**src/rtl/fetch_pkg.sv**
```systemverilog
// ============================================================================
// fetch_pkg : shared types and constants for the fetch stage
// Rev 1.0
// ============================================================================
`default_nettype none

package fetch_pkg;

   localparam int unsigned DEF_ADDR_W = 32;
   localparam int unsigned DEF_INS_W  = 32;

   localparam logic [31:0] NOP_INSTR = 32'h0000_0013;

   typedef enum logic [1:0] {
      BOOT   = 2'd0,
      RUN    = 2'd1,
      HALTED = 2'd2
   } fetch_state_t;

endpackage

`default_nettype wire

```
**src/rtl/fetch_perf_counters.sv**
```systemverilog
// ============================================================================
// fetch_perf_counters : saturating fetch/stall/flush event counters
// Present only when FETCH_PERF_CNT_EN is defined.  Rev 1.0
// ============================================================================
`default_nettype none

`ifdef FETCH_PERF_CNT_EN
module fetch_perf_counters (
   input  logic        clk,
   input  logic        reset,
   input  logic        fetch_evt_i,
   input  logic        stall_evt_i,
   input  logic        flush_evt_i,
   output logic [31:0] fetch_cnt_o,
   output logic [31:0] stall_cnt_o,
   output logic [31:0] flush_cnt_o
);

   logic [2:0]        evt;
   logic [2:0][31:0]  cnt_q;
   logic [2:0][31:0]  cnt_d;

   assign evt = {flush_evt_i, stall_evt_i, fetch_evt_i};

   // Counters stick at all-ones rather than wrapping back to zero.
   always_comb begin
      cnt_d = cnt_q;
      for (int i = 0; i < 3; i++) begin
         if (evt[i] && !(&cnt_q[i])) begin
            cnt_d[i] = cnt_q[i] + 32'd1;
         end
      end
   end

   always_ff @(posedge clk) begin
      if (reset) begin
         cnt_q <= '0;
      end else begin
         cnt_q <= cnt_d;
      end
   end

   assign fetch_cnt_o = cnt_q[0];
   assign stall_cnt_o = cnt_q[1];
   assign flush_cnt_o = cnt_q[2];

endmodule
`endif

`default_nettype wire

```
**src/rtl/fetch_stage.sv**
```systemverilog
// ============================================================================
// fetch_stage : PC register and IF/ID pipeline register (BOOT/RUN/HALTED)
// Optional perf counters via FETCH_PERF_CNT_EN.  Rev 1.0
// ============================================================================
`default_nettype none

module fetch_stage
   import fetch_pkg::*;
#(
   parameter int unsigned ADDR_W   = DEF_ADDR_W,
   parameter int unsigned INS_W    = DEF_INS_W,
   parameter int unsigned PC_STEP  = 4,
   parameter int unsigned RESET_PC = 0,
   parameter int unsigned MEM_LAST = 95
) (
   input  logic              clk,
   input  logic              reset,
   input  logic              stall_i,
   input  logic              redirect_i,
   input  logic [ADDR_W-1:0] redirect_pc_i,
   input  logic              halt_i,
   output logic [ADDR_W-1:0] imem_addr_o,
   input  logic [INS_W-1:0]  imem_instr_i,
   output logic              id_valid_o,
   output logic [INS_W-1:0]  id_instr_o,
   output logic [ADDR_W-1:0] id_pc_o,
   output logic [ADDR_W-1:0] id_pc_plus_o,
   output logic              halted_o
`ifdef FETCH_PERF_CNT_EN
   ,
   output logic [31:0]       fetch_cnt_o,
   output logic [31:0]       stall_cnt_o,
   output logic [31:0]       flush_cnt_o
`endif
);

   localparam logic [ADDR_W-1:0] C_PC_STEP  = ADDR_W'(PC_STEP);
   localparam logic [ADDR_W-1:0] C_RESET_PC = ADDR_W'(RESET_PC);
   localparam logic [ADDR_W-1:0] C_MEM_LAST = ADDR_W'(MEM_LAST);
   localparam logic [INS_W-1:0]  C_NOP      = INS_W'(NOP_INSTR);

   fetch_state_t      state_q, state_d;
   logic [ADDR_W-1:0] pc_q, pc_d;
   logic              id_valid_q, id_valid_d;
   logic [INS_W-1:0]  id_instr_q, id_instr_d;
   logic [ADDR_W-1:0] id_pc_q, id_pc_d;
   logic [ADDR_W-1:0] id_pc_plus_q, id_pc_plus_d;
   logic              halted_q, halted_d;
   logic              go_halt;

   // Running off the end of instruction memory is treated exactly like halt_i.
   assign go_halt = halt_i || (pc_q > C_MEM_LAST);

   always_comb begin
      state_d      = state_q;
      pc_d         = pc_q;
      id_valid_d   = id_valid_q;
      id_instr_d   = id_instr_q;
      id_pc_d      = id_pc_q;
      id_pc_plus_d = id_pc_plus_q;
      halted_d     = halted_q;
      case (state_q)
         BOOT: begin
            state_d = RUN;
         end
         RUN: begin
            if (go_halt) begin
               state_d    = HALTED;
               id_valid_d = 1'b0;
               id_instr_d = C_NOP;
               halted_d   = 1'b1;
            end else if (redirect_i) begin
               pc_d       = redirect_pc_i;
               id_valid_d = 1'b0;
               id_instr_d = C_NOP;
            end else if (!stall_i) begin
               id_instr_d   = imem_instr_i;
               id_pc_d      = pc_q;
               id_pc_plus_d = pc_q + C_PC_STEP;
               id_valid_d   = 1'b1;
               pc_d         = pc_q + C_PC_STEP;
            end
         end
         default: begin
            id_valid_d = 1'b0;
            id_instr_d = C_NOP;
         end
      endcase
   end

   always_ff @(posedge clk) begin
      if (reset) begin
         state_q      <= BOOT;
         pc_q         <= C_RESET_PC;
         id_valid_q   <= 1'b0;
         id_instr_q   <= C_NOP;
         id_pc_q      <= '0;
         id_pc_plus_q <= '0;
         halted_q     <= 1'b0;
      end else begin
         state_q      <= state_d;
         pc_q         <= pc_d;
         id_valid_q   <= id_valid_d;
         id_instr_q   <= id_instr_d;
         id_pc_q      <= id_pc_d;
         id_pc_plus_q <= id_pc_plus_d;
         halted_q     <= halted_d;
      end
   end

   assign imem_addr_o  = pc_q;
   assign id_valid_o   = id_valid_q;
   assign id_instr_o   = id_instr_q;
   assign id_pc_o      = id_pc_q;
   assign id_pc_plus_o = id_pc_plus_q;
   assign halted_o     = halted_q;

`ifdef FETCH_PERF_CNT_EN
   logic in_run;
   assign in_run = (state_q == RUN) && !go_halt;

   fetch_perf_counters u_perf (
      .clk         (clk),
      .reset       (reset),
      .fetch_evt_i (in_run && !redirect_i && !stall_i),
      .stall_evt_i (in_run && !redirect_i && stall_i),
      .flush_evt_i (in_run && redirect_i),
      .fetch_cnt_o (fetch_cnt_o),
      .stall_cnt_o (stall_cnt_o),
      .flush_cnt_o (flush_cnt_o)
   );
`endif

endmodule

`default_nettype wire

```
**config.mk**
```make
export PLATFORM = sky130hd
export DESIGN_NAME = fetch_stage
export DESIGN_NICKNAME = d
export VERILOG_FILES = /design/src/rtl/fetch_pkg.sv /design/src/rtl/fetch_perf_counters.sv /design/src/rtl/fetch_stage.sv
export SDC_FILE = /design/constraint.sdc
export NUM_CORES = 1
export LEC_CHECK = 0
export ABC_AREA = 1
export CELL_PAD_IN_SITES_DETAIL_PLACEMENT = 1
export CELL_PAD_IN_SITES_GLOBAL_PLACEMENT = 2
export CORE_ASPECT_RATIO = 1.5
export CORE_UTILIZATION = 26
export CTS_BUF_LIST = sky130_fd_sc_hd__clkbuf_2 sky130_fd_sc_hd__clkbuf_4 sky130_fd_sc_hd__clkbuf_8
export DETAILED_ROUTE_END_ITERATION = 6
export PLACE_DENSITY_LB_ADDON = 0.1
export SYNTH_ARGS = -nofsm -noshare
export SYNTH_HDL_FRONTEND = slang
export SYNTH_SLANG_ARGS = --single-unit
```
**constraint.sdc**
```tcl
create_clock -name clk -period 2.9 [get_ports clk]
set_input_delay 0.435 -clock clk [delete_from_list [all_inputs] [get_ports clk]]
set_output_delay 0.435 -clock clk [all_outputs]
set_load 0.01 [all_outputs]
```
==> impl_metrics.env, run 1 <==
export IMPL_drive_above_1_share_pct=5.09
export IMPL_syn_nets=891
export IMPL_r2r_start="imem_addr_o[5]$_SDFFE_PP0P_"
export IMPL_clock_sinks=130
export IMPL_required_ps=3270
export IMPL_path_buf_inv=2
export IMPL_cp_startpoint="imem_addr_o[5]$_SDFFE_PP0P_"
export IMPL_final_nets=1080
export IMPL_grt_pass1_wl_mm=31.6
export IMPL_synth_seq_cells=130
export IMPL_power_leakage_nw=2.97
export IMPL_ff2ff_path_depth=11
export IMPL_post_route_min_period_ps=2070
export IMPL_synthMuxAreaShare_pct=0
export IMPL_finalPower_w=0.00550
export IMPL_drtIter0Drc=202
export IMPL_insertion_delay_ps=450
export IMPL_grt_overflow=0
export IMPL_cts_resized=0
export IMPL_clockRootBuffer="clkbuf_8"
export IMPL_final_hold_viol_count=0
export IMPL_core_area_um2=20600
export IMPL_relSlewSlack_pct=55.7
export IMPL_cp_max_fo=62
export IMPL_arrival_ps=2450
export IMPL_seq_area_frac_synth_pct=47.4
export IMPL_yosysWarnings=0
export IMPL_postRouteAntennaNets=0
export IMPL_synth_compound_area_share_pct=7.97
export IMPL_hold_class="reg2reg"
export IMPL_wl_mm=20.6
export IMPL_fp_dieH_um=180
export IMPL_mostFrequentLayoutCells="nand2_1, clkdlybuf4s50_1, nor2_1"
export IMPL_clk_pin_slew_ps=80
export IMPL_synth_avg_cell_area_um2=6.69
export IMPL_yosys_area_share_simple_pct=37.2
export IMPL_critPathCaptureType="flip-flop"
export IMPL_ir_worst_vdd_mv=0.284
export IMPL_netlist_instances=821
export IMPL_start_kind="flip-flop"
export IMPL_stdcell_area_um2=8180
export IMPL_htreeDepth=4
export IMPL_cts_buffers_inserted=17
export IMPL_syn_area_um2=5490
export IMPL_viasPerCell=4.54
export IMPL_hp_start="id_pc_plus_o[7]$_SDFFE_PP0P_"
export IMPL_die_area_um2=21700
export IMPL_cap_violations=0
export IMPL_setup_viol=0
export IMPL_ios=199
export IMPL_start_util_pct=26.7
export IMPL_synth_top_family_by_area="simple AND/OR/NAND/NOR gates"
export IMPL_diodes=0
export IMPL_grt_usage_pct=19.1
export IMPL_fin_skew_ps=12.7
export IMPL_die_w_um=121
export IMPL_grt_antenna_before_repair=0
export IMPL_cts_tree="yes"
export IMPL_grt_setup_unrepaired="false"
export IMPL_tns_ps=0
export IMPL_final_common_cell="nand2_1"
export IMPL_cts_path_max_buffers=2
export IMPL_place_gp_congestion=0.811
export IMPL_clock_fmax_mhz=483
export IMPL_worst_pin_slew_ps=665
export IMPL_slew_violations=0
export IMPL_grt_start_max_net_pins=115
export IMPL_syn2layout_area_growth_pct=48.8
export IMPL_rows=64
export IMPL_yosys_area_share_adder_pct=0.228
export IMPL_numPortBuffers=198
export IMPL_synth_xor_area_share_pct=0.478
export IMPL_synth_cell_types=19
export IMPL_crit_top_cell="nand2_1"
export IMPL_num_vias=5840
export IMPL_power_density_nw_per_um2=673
export IMPL_hold_depth=2
export IMPL_critPathKind="reg2reg"
export IMPL_critPathTopFamily="simple AND/OR/NAND/NOR gates"
export IMPL_worst_path_stages=11
export IMPL_drcViolationCount=0
export IMPL_post_cts_buffers=0
export IMPL_grt_pass1_vias=5769
export IMPL_drt_wirelength_per_cell_um=16.1
export IMPL_drtPass1Iterations=4
export IMPL_max_stage_delay_ps=530
export IMPL_placed_cell_area_um2=7730
export IMPL_crit_chain="nand2_1, nand2_1, nor2_1, nand2_1, nor2_4, nand2_1, inv_1, nand2_2, buf_4, nand2_1, a21oi_1"
export IMPL_fin_crit_sh_pct=71.4
export IMPL_status="completed"
export IMPL_hpwlAfterDp_mm=14.9
export IMPL_ctsHoldBuffers=0
export IMPL_cp_slowest_cell="buf_4"
[synthesized netlist by cell type (all sizes together)]
cell,instances,share of area (%)
inv,45,3.1
nand4,1,0.11
buf,19,2.0
xor2,3,0.48
nand3,81,7.6
a21oi,68,6.2
a211oi,1,0.14
clkbuf,24,1.6
nand2,257,18
o21ai,18,1.6
ha,1,0.23
dfxtp,130,47
nor2,173,12
[state kept, by name (all words and copies together), names as in the netlist]
name,count
imem_addr_o,32
id_instr_o,32
id_pc_o,32
id_valid_o,1
state_q,2
id_pc_plus_o,30
halted_o,1
[logic make-up (layout without fill, tap and decap cells)]
kind of cell | Yosys count | in the layout
AND/OR/NAND/NOR | 512 | 512
flip-flops | 130 | 130
buffers and inverters | 88 | 289
AO/OA/AOI/OAI | 87 | 87
XOR/XNOR | 3 | 3
adder cells (fa/ha/maj) | 1 | 1
[final cells by class]
type | instances | area [µm²]
repair buffers | 213 | 2100
well taps | 264 | 330
inverters | 45 | 169
multi-input cells | 603 | 2520
flip-flops and latches | 130 | 2600
fillers | 2590 | 12400
clock buffers | 18 | 248
clock inverters | 13 | 196
[power breakdown]
| part | switching (W) | internal (W) |
|---|---|---|
| logic | 0.000934 | 0.000636 |
| registers | 0.000193 | 0.00195 |
| clock network | 0.000814 | 0.000972 |
| total | 0.00194 | 0.00356 |
[worst register-to-register path, cell delays in order (launching register included)]
cell and delay, ps:
dfxtp_1 450, nand2_1 150, nand2_1 90, nor2_1 40, nand2_1 150, nor2_4 90
nand2_1 80, inv_1 60, nand2_2 50, buf_4 530, nand2_1 130, a21oi_1 170
[per-layer routing]
| metal | vias up | global-route usage (%) | wire (µm) |
|---|---|---|---|
| met5 | - | 0 | 0 |
| met1 | 2732 | 20.3 | 8150 |
| li1 | 2949 | - | - |
| met2 | 133 | 34.6 | 10700 |
| met4 | 0 | 6.47 | 361 |
| met3 | 26 | 6.36 | 1400 |
[per-stage QoR]
stage          std cells  hold WS [ps]  setup slack, ps  utilization, %
2_1_floorplan        821           455             1280               -
3_3_place_gp        1255           425              575            37.6
3_5_place_dp        1255           429              545            37.6
4_1_cts             1286           442              774            39.7
5_1_grt             1286           458              611            39.7
6_report            1286           440              829            39.7
[worst paths after layout]
path / end / slack [ps]
setup reg to reg: id_pc_plus_o[4]$_SDFFE_PP0P_ / 830
hold reg to reg: id_pc_plus_o[7]$_SDFFE_PP0P_ / 440
hold / removal: id_pc_plus_o[7]$_SDFFE_PP0P_ / 440
setup / recovery: id_pc_plus_o[4]$_SDFFE_PP0P_ / 830
(Power assumes the default switching activity.)
==> inputs of run 2 (changes only) <==
Settings changed: CORE_UTILIZATION 26 to 24.
Clock period 2.9 ns to 1.97 ns, I/O delays scaled along.
==> run 2 against run 1 <==
  * The flow now finishes with violations (design-rule violations)
  * Setup slack lost 730 ps
  * Largest cell class unchanged
  * Critical path depth decreased by 9
  * Sequential share of layout area down 1.8 points
  * Clock power is 30% higher
  * Global-route usage is 0.21 points higher
  * Largest power group unchanged
  * Critical path type is now reg2out
  * Clock skew rose by 1.1 ps
  * Non-clock buffer count rose by 46
==> impl_metrics.env, run 2 (synthesis gave the netlist of run 1 again) <==
export IMPL_grt_overflow=0
export IMPL_critPathKind="reg2out"
export IMPL_wl_met1_mm=8.54
export IMPL_wl_mm=22.5
export IMPL_max_stage_delay_ps=560
export IMPL_cts_path_max_buffers=2
export IMPL_syn2layout_area_growth_pct=57.7
export IMPL_ir_worst_vdd_mv=0.498
export IMPL_cts_buffers_inserted=17
export IMPL_worst_pin_slew_ps=582
export IMPL_ff2ff_path_depth=11
export IMPL_dp_cells=1309
export IMPL_grt_pass1_vias=6232
export IMPL_postRouteAntennaNets=0
export IMPL_insertion_delay_ps=460
export IMPL_cp_slowest_cell="clkdlybuf4s50_1"
export IMPL_htreeDepth=4
export IMPL_path_buf_inv=2
export IMPL_die_w_um=126
export IMPL_grt_antenna_before_repair=1
export IMPL_hp_start="reset"
export IMPL_required_ps=1670
export IMPL_viasPerCell=4.52
export IMPL_hold_end="id_instr_o[1]$_SDFFE_PP1P_"
export IMPL_start_kind="flip-flop"
export IMPL_fin_crit_sh_pct=95.0
export IMPL_crit_chain="buf_4, clkdlybuf4s50_1"
export IMPL_cap_violations=0
export IMPL_clock_fmax_mhz=535
export IMPL_slew_violations=0
export IMPL_die_area_um2=23500
export IMPL_dr_wl_met3_mm=1.33
export IMPL_routed_wl_met2_mm=11.9
export IMPL_r2r_start="imem_addr_o[16]$_SDFFE_PP0P_"
export IMPL_clock_sinks=130
export IMPL_violations="design-rule violations"
export IMPL_core_area_um2=22400
export IMPL_hold_class="in2reg"
export IMPL_start_util_pct=24.5
export IMPL_ios=199
export IMPL_num_vias=6072
export IMPL_worstReg2RegEnd="id_instr_o[12]$_SDFFE_PP0P_"
export IMPL_status="finished with violations"
export IMPL_ff2ff_setup_slack_ps=150
export IMPL_drcViolationCount=7
export IMPL_power_density_nw_per_um2=966
export IMPL_arrival_ps=1580
export IMPL_final_nets=1126
export IMPL_numPortBuffers=198
export IMPL_cp_startpoint="imem_addr_o[3]$_SDFFE_PP0P_"
export IMPL_fin_skew_ps=13.7
export IMPL_power_leakage_nw=3.24
export IMPL_place_gp_congestion=0.808
export IMPL_drive_above_1_share_pct=10.6
export IMPL_grt_start_max_net_pins=115
export IMPL_drt_wirelength_per_cell_um=16.7
export IMPL_cts_tree="yes"
export IMPL_fin_cells=1344
export IMPL_drtIter0Drc=231
export IMPL_post_route_util_pct=38.7
export IMPL_final_common_cell="nand2_1"
export IMPL_relSlewSlack_pct=61.2
export IMPL_hpwlAfterDp_mm=16.3
export IMPL_grt_usage_pct=19.3
export IMPL_clockRootBuffer="clkbuf_8"
export IMPL_fp_dieH_um=187
export IMPL_setup_viol=0
export IMPL_final_hold_viol_count=0
export IMPL_critPathCaptureType="primary output"
export IMPL_post_route_min_period_ps=1870
export IMPL_rows=67
export IMPL_grt_pass1_wl_mm=34.4
export IMPL_stdcell_area_um2=8660
export IMPL_clk_pin_slew_ps=70
export IMPL_critPathTopFamily="buffers and inverters"
export IMPL_mostFrequentLayoutCells="nand2_1, clkdlybuf4s50_1, nor2_1"
export IMPL_post_cts_buffers=0
export IMPL_cp_max_fo=4
export IMPL_top_layer="met4"
export IMPL_placed_cell_area_um2=8110
export IMPL_drtPass1Iterations=7
export IMPL_hold_depth=3
[run 2: cell types whose count changed in the layout (fill, tap and decap cells not counted), moves of 3 or more]
cell,delta
buf_4,+35
nor2_1,-9
nor2_2,+8
buf_12,+4
buf_6,+4
inv_6,-4
nand2_1,-4
clkbuf_16,+3
clkinv_2,+3
nand2_2,+3
[run 2: how the worst max path moves through the flow]
stage / to / cells past startpoint / slack [ps]
after floorplan: id_pc_o[3]$_SDFFE_PP0P_ / 11 / 350
after detailed placement: imem_addr_o[10]$_SDFFE_PP0P_ / 10 / -220
after global routing: id_instr_o[28]$_SDFFE_PP0P_ / 11 / -4
after CTS: imem_addr_o[24] / 2 / 30
final: imem_addr_o[3] / 2 / 100
after global placement: imem_addr_o[16]$_SDFFE_PP0P_ / 10 / -190
[run 2: worst register-to-register path: cells and delay by family (launching register included)]
kind	cells	cell delay, ps
AO/OA/AOI/OAI	1	110
flip-flops	1	330
AND/OR/NAND/NOR	8	950
buffers and inverters	2	350
[run 2: area by class of cell]
| class | instances | area [µm²] |
|---|---|---|
| clock buffers | 21 | 283 |
| clock inverters | 9 | 106 |
| diodes | 1 | 2.50 |
| fillers | 2839 | 13700 |
| well taps | 276 | 345 |
| multi-input cells | 603 | 2580 |
| inverters | 45 | 169 |
| flip-flops and latches | 130 | 2600 |
| repair buffers | 259 | 2570 |
[run 2: per-stage QoR]
stage | setup TNS, ps | setup slack [ps] | power (W) | hold slack (ps)
2_1_floorplan | 0 | 354 | 0.00443 | 430
3_3_place_gp | -12030 | -187 | 0.00596 | 424
3_5_place_dp | -13170 | -219 | 0.00599 | 430
4_1_cts | 0 | 30.8 | 0.00836 | 352
5_1_grt | -7.60 | -3.97 | 0.00891 | 372
6_report | 0 | 99.1 | 0.00836 | 379
[run 2: routing by layer]
layer	vias up	track usage, %
met5	-	0
met1	2844	19.7
met4	0	9.10
met3	34	5.89
li1	3044	-
met2	150	35.4
[run 2: report_power, final]
part	total (W)	internal [W]	switching [W]	leakage, nW
sequential	0.00304	0.00288	0.000158	1.05
combinational	0.00300	0.00132	0.00168	1.99
clock	0.00233	0.00122	0.00111	0.193
[run 2: timing repair]
item	in CTS	in global routing
pin swaps	0	2
hold buffers	0	0
setup endpoints to repair	8	110
gates resized for setup	1	21
cloned	0	4
==> inputs of run 3 (changes only) <==
Settings changed: CORE_MARGIN set to 2.
==> run 3 against run 2 <==
  * The run now ends clean
  * Non-clock buffer count shrank 5
  * Flip-flop and latch count stayed put
  * Total power up 2.8%
  * Final cell count decreased by 0.30%
  * Clock skew rose by 1.6 ps
  * Via count shrank 0.53%
  * Sequential share of layout area is 0.22 points higher
  * Hold slack got worse by 180 ps
  * Setup slack gained 6.3 ps
  * Critical path depth did not move
  * Routed wire length shrank 0.94%
  * Combinational power fell by 2%
  * Critical endpoint is now imem_addr_o[24]
==> impl_metrics.env, run 3 (synthesis gave the netlist of run 1 again) <==
export IMPL_wl_mm=22.2
export IMPL_worst_pin_slew_ps=535
export IMPL_met3_usage_pct=5.88
export IMPL_hold_class="in2reg"
export IMPL_final_nets=1121
export IMPL_grt_pass1_vias=6232
export IMPL_start_util_pct=24.5
export IMPL_critPathTopFamily="buffers and inverters"
export IMPL_placed_cell_area_um2=8060
export IMPL_hold_depth=2
export IMPL_use_met2_pct=33.4
export IMPL_hp_start="reset"
export IMPL_relSlewSlack_pct=64.3
export IMPL_ctsHoldBuffers=0
export IMPL_critPathKind="reg2out"
export IMPL_grt_pass1_wl_mm=33.7
export IMPL_final_hold_viol_count=0
export IMPL_numPortBuffers=198
export IMPL_clk_pin_slew_ps=90
export IMPL_busiest_layer="met2"
export IMPL_power_density_nw_per_um2=996
export IMPL_mostFrequentLayoutCells="nand2_1, clkdlybuf4s50_1, nor2_1"
export IMPL_fin_crit_sh_pct=94.6
export IMPL_finalPower_w=0.00860
export IMPL_insertion_delay_ps=470
export IMPL_grt_met1_usage_pct=19.2
export IMPL_cts_tree="yes"
export IMPL_cp_startpoint="imem_addr_o[24]$_SDFFE_PP0P_"
export IMPL_grt_usage_pct=18.2
export IMPL_cap_violations=0
export IMPL_syn2layout_area_growth_pct=57.2
export IMPL_power_leakage_nw=3.22
export IMPL_clock_fmax_mhz=536
export IMPL_die_area_um2=24100
export IMPL_r2r_start="imem_addr_o[11]$_SDFFE_PP0P_"
export IMPL_htreeDepth=4
export IMPL_clockRootBuffer="clkbuf_8"
export IMPL_fillers=2799
export IMPL_num_vias=6040
export IMPL_viasPerCell=4.51
export IMPL_setup_viol=0
export IMPL_place_gp_congestion=0.824
export IMPL_drive_above_1_share_pct=11.0
export IMPL_diodes=0
export IMPL_fin_skew_ps=15.4
export IMPL_cp_max_fo=6
export IMPL_grt_overflow=0
export IMPL_path_buf_inv=2
export IMPL_stdcell_area_um2=8630
export IMPL_post_route_min_period_ps=1860
export IMPL_cp_slowest_cell="clkdlybuf4s50_1"
export IMPL_required_ps=1670
export IMPL_status="completed"
export IMPL_ff2ff_path_depth=11
export IMPL_cts_path_max_buffers=2
export IMPL_grt_antenna_before_repair=0
export IMPL_drt_wirelength_per_cell_um=16.6
export IMPL_clock_sinks=130
export IMPL_ir_worst_vdd_mv=0.649
export IMPL_drtIter0Drc=199
export IMPL_fp_dieH_um=189
export IMPL_grt_start_max_net_pins=97
export IMPL_hpwlAfterDp_mm=16.2
export IMPL_worst_path_stages=2
export IMPL_rows=67
export IMPL_ios=199
export IMPL_slew_violations=0
export IMPL_arrival_ps=1570
export IMPL_final_common_cell="nand2_1"
export IMPL_drtPass1Iterations=4
export IMPL_max_stage_delay_ps=540
export IMPL_die_w_um=128
export IMPL_postRouteAntennaNets=0
export IMPL_core_area_um2=22400
export IMPL_hold_slack_ps=197
export IMPL_drcViolationCount=0
export IMPL_crit_chain="buf_4, clkdlybuf4s50_1"
export IMPL_cts_buffers_inserted=17
export IMPL_critPathCaptureType="primary output"
export IMPL_start_kind="flip-flop"
[run 3: per-layer routing]
layer,share of wire [%],wire length [µm]
met3,5.9,1310
met5,0,0
met2,54,11900
met1,38,8500
met4,2.3,521
[run 3: report_power, final]
group	total, W	switching, W	internal [W]
Combinational	0.00293	0.00161	0.00132
Clock	0.00259	0.00117	0.00143
Sequential	0.00307	0.000188	0.00288
[run 3: per-stage QoR]
step	std cells	setup TNS, ps	utilization [%]	worst slack (ps)
6_report	1340	0	38.6	105
3_5_place_dp	1302	-1850	36.0	-77.3
4_1_cts	1334	0	38.0	38.6
3_3_place_gp	1302	-1020	36.0	-47.7
2_1_floorplan	821	0	-	354
5_1_grt	1340	-105	38.6	-14.7
[run 3: cell type report]
type | count | area [µm²] | area share (%)
clock buffers | 19 | 255 | 2.96
well taps | 276 | 345 | 4.00
repair buffers | 254 | 2500 | 29.0
flip-flops and latches | 130 | 2620 | 30.3
multi-input cells | 603 | 2560 | 29.7
clock inverters | 13 | 184 | 2.13
inverters | 45 | 169 | 1.96
[run 3: timing repair]
| action | in CTS | in global routing |
|---|---|---|
| gates resized for setup | 0 | 25 |
| buffers inserted | 0 | 3 |
| endpoints found under the setup margin | 0 | 39 |
| hold endpoints to repair | 0 | 0 |
[run 3: worst paths after layout]
path	end	slack, ps
setup / recovery	imem_addr_o[24]	110
hold / removal	state_q[1]$_SDFFE_PP0P_	200
setup reg to reg	id_instr_o[7]$_SDFFE_PP0P_	120
hold reg to reg	id_pc_plus_o[26]$_SDFFE_PP0P_	440
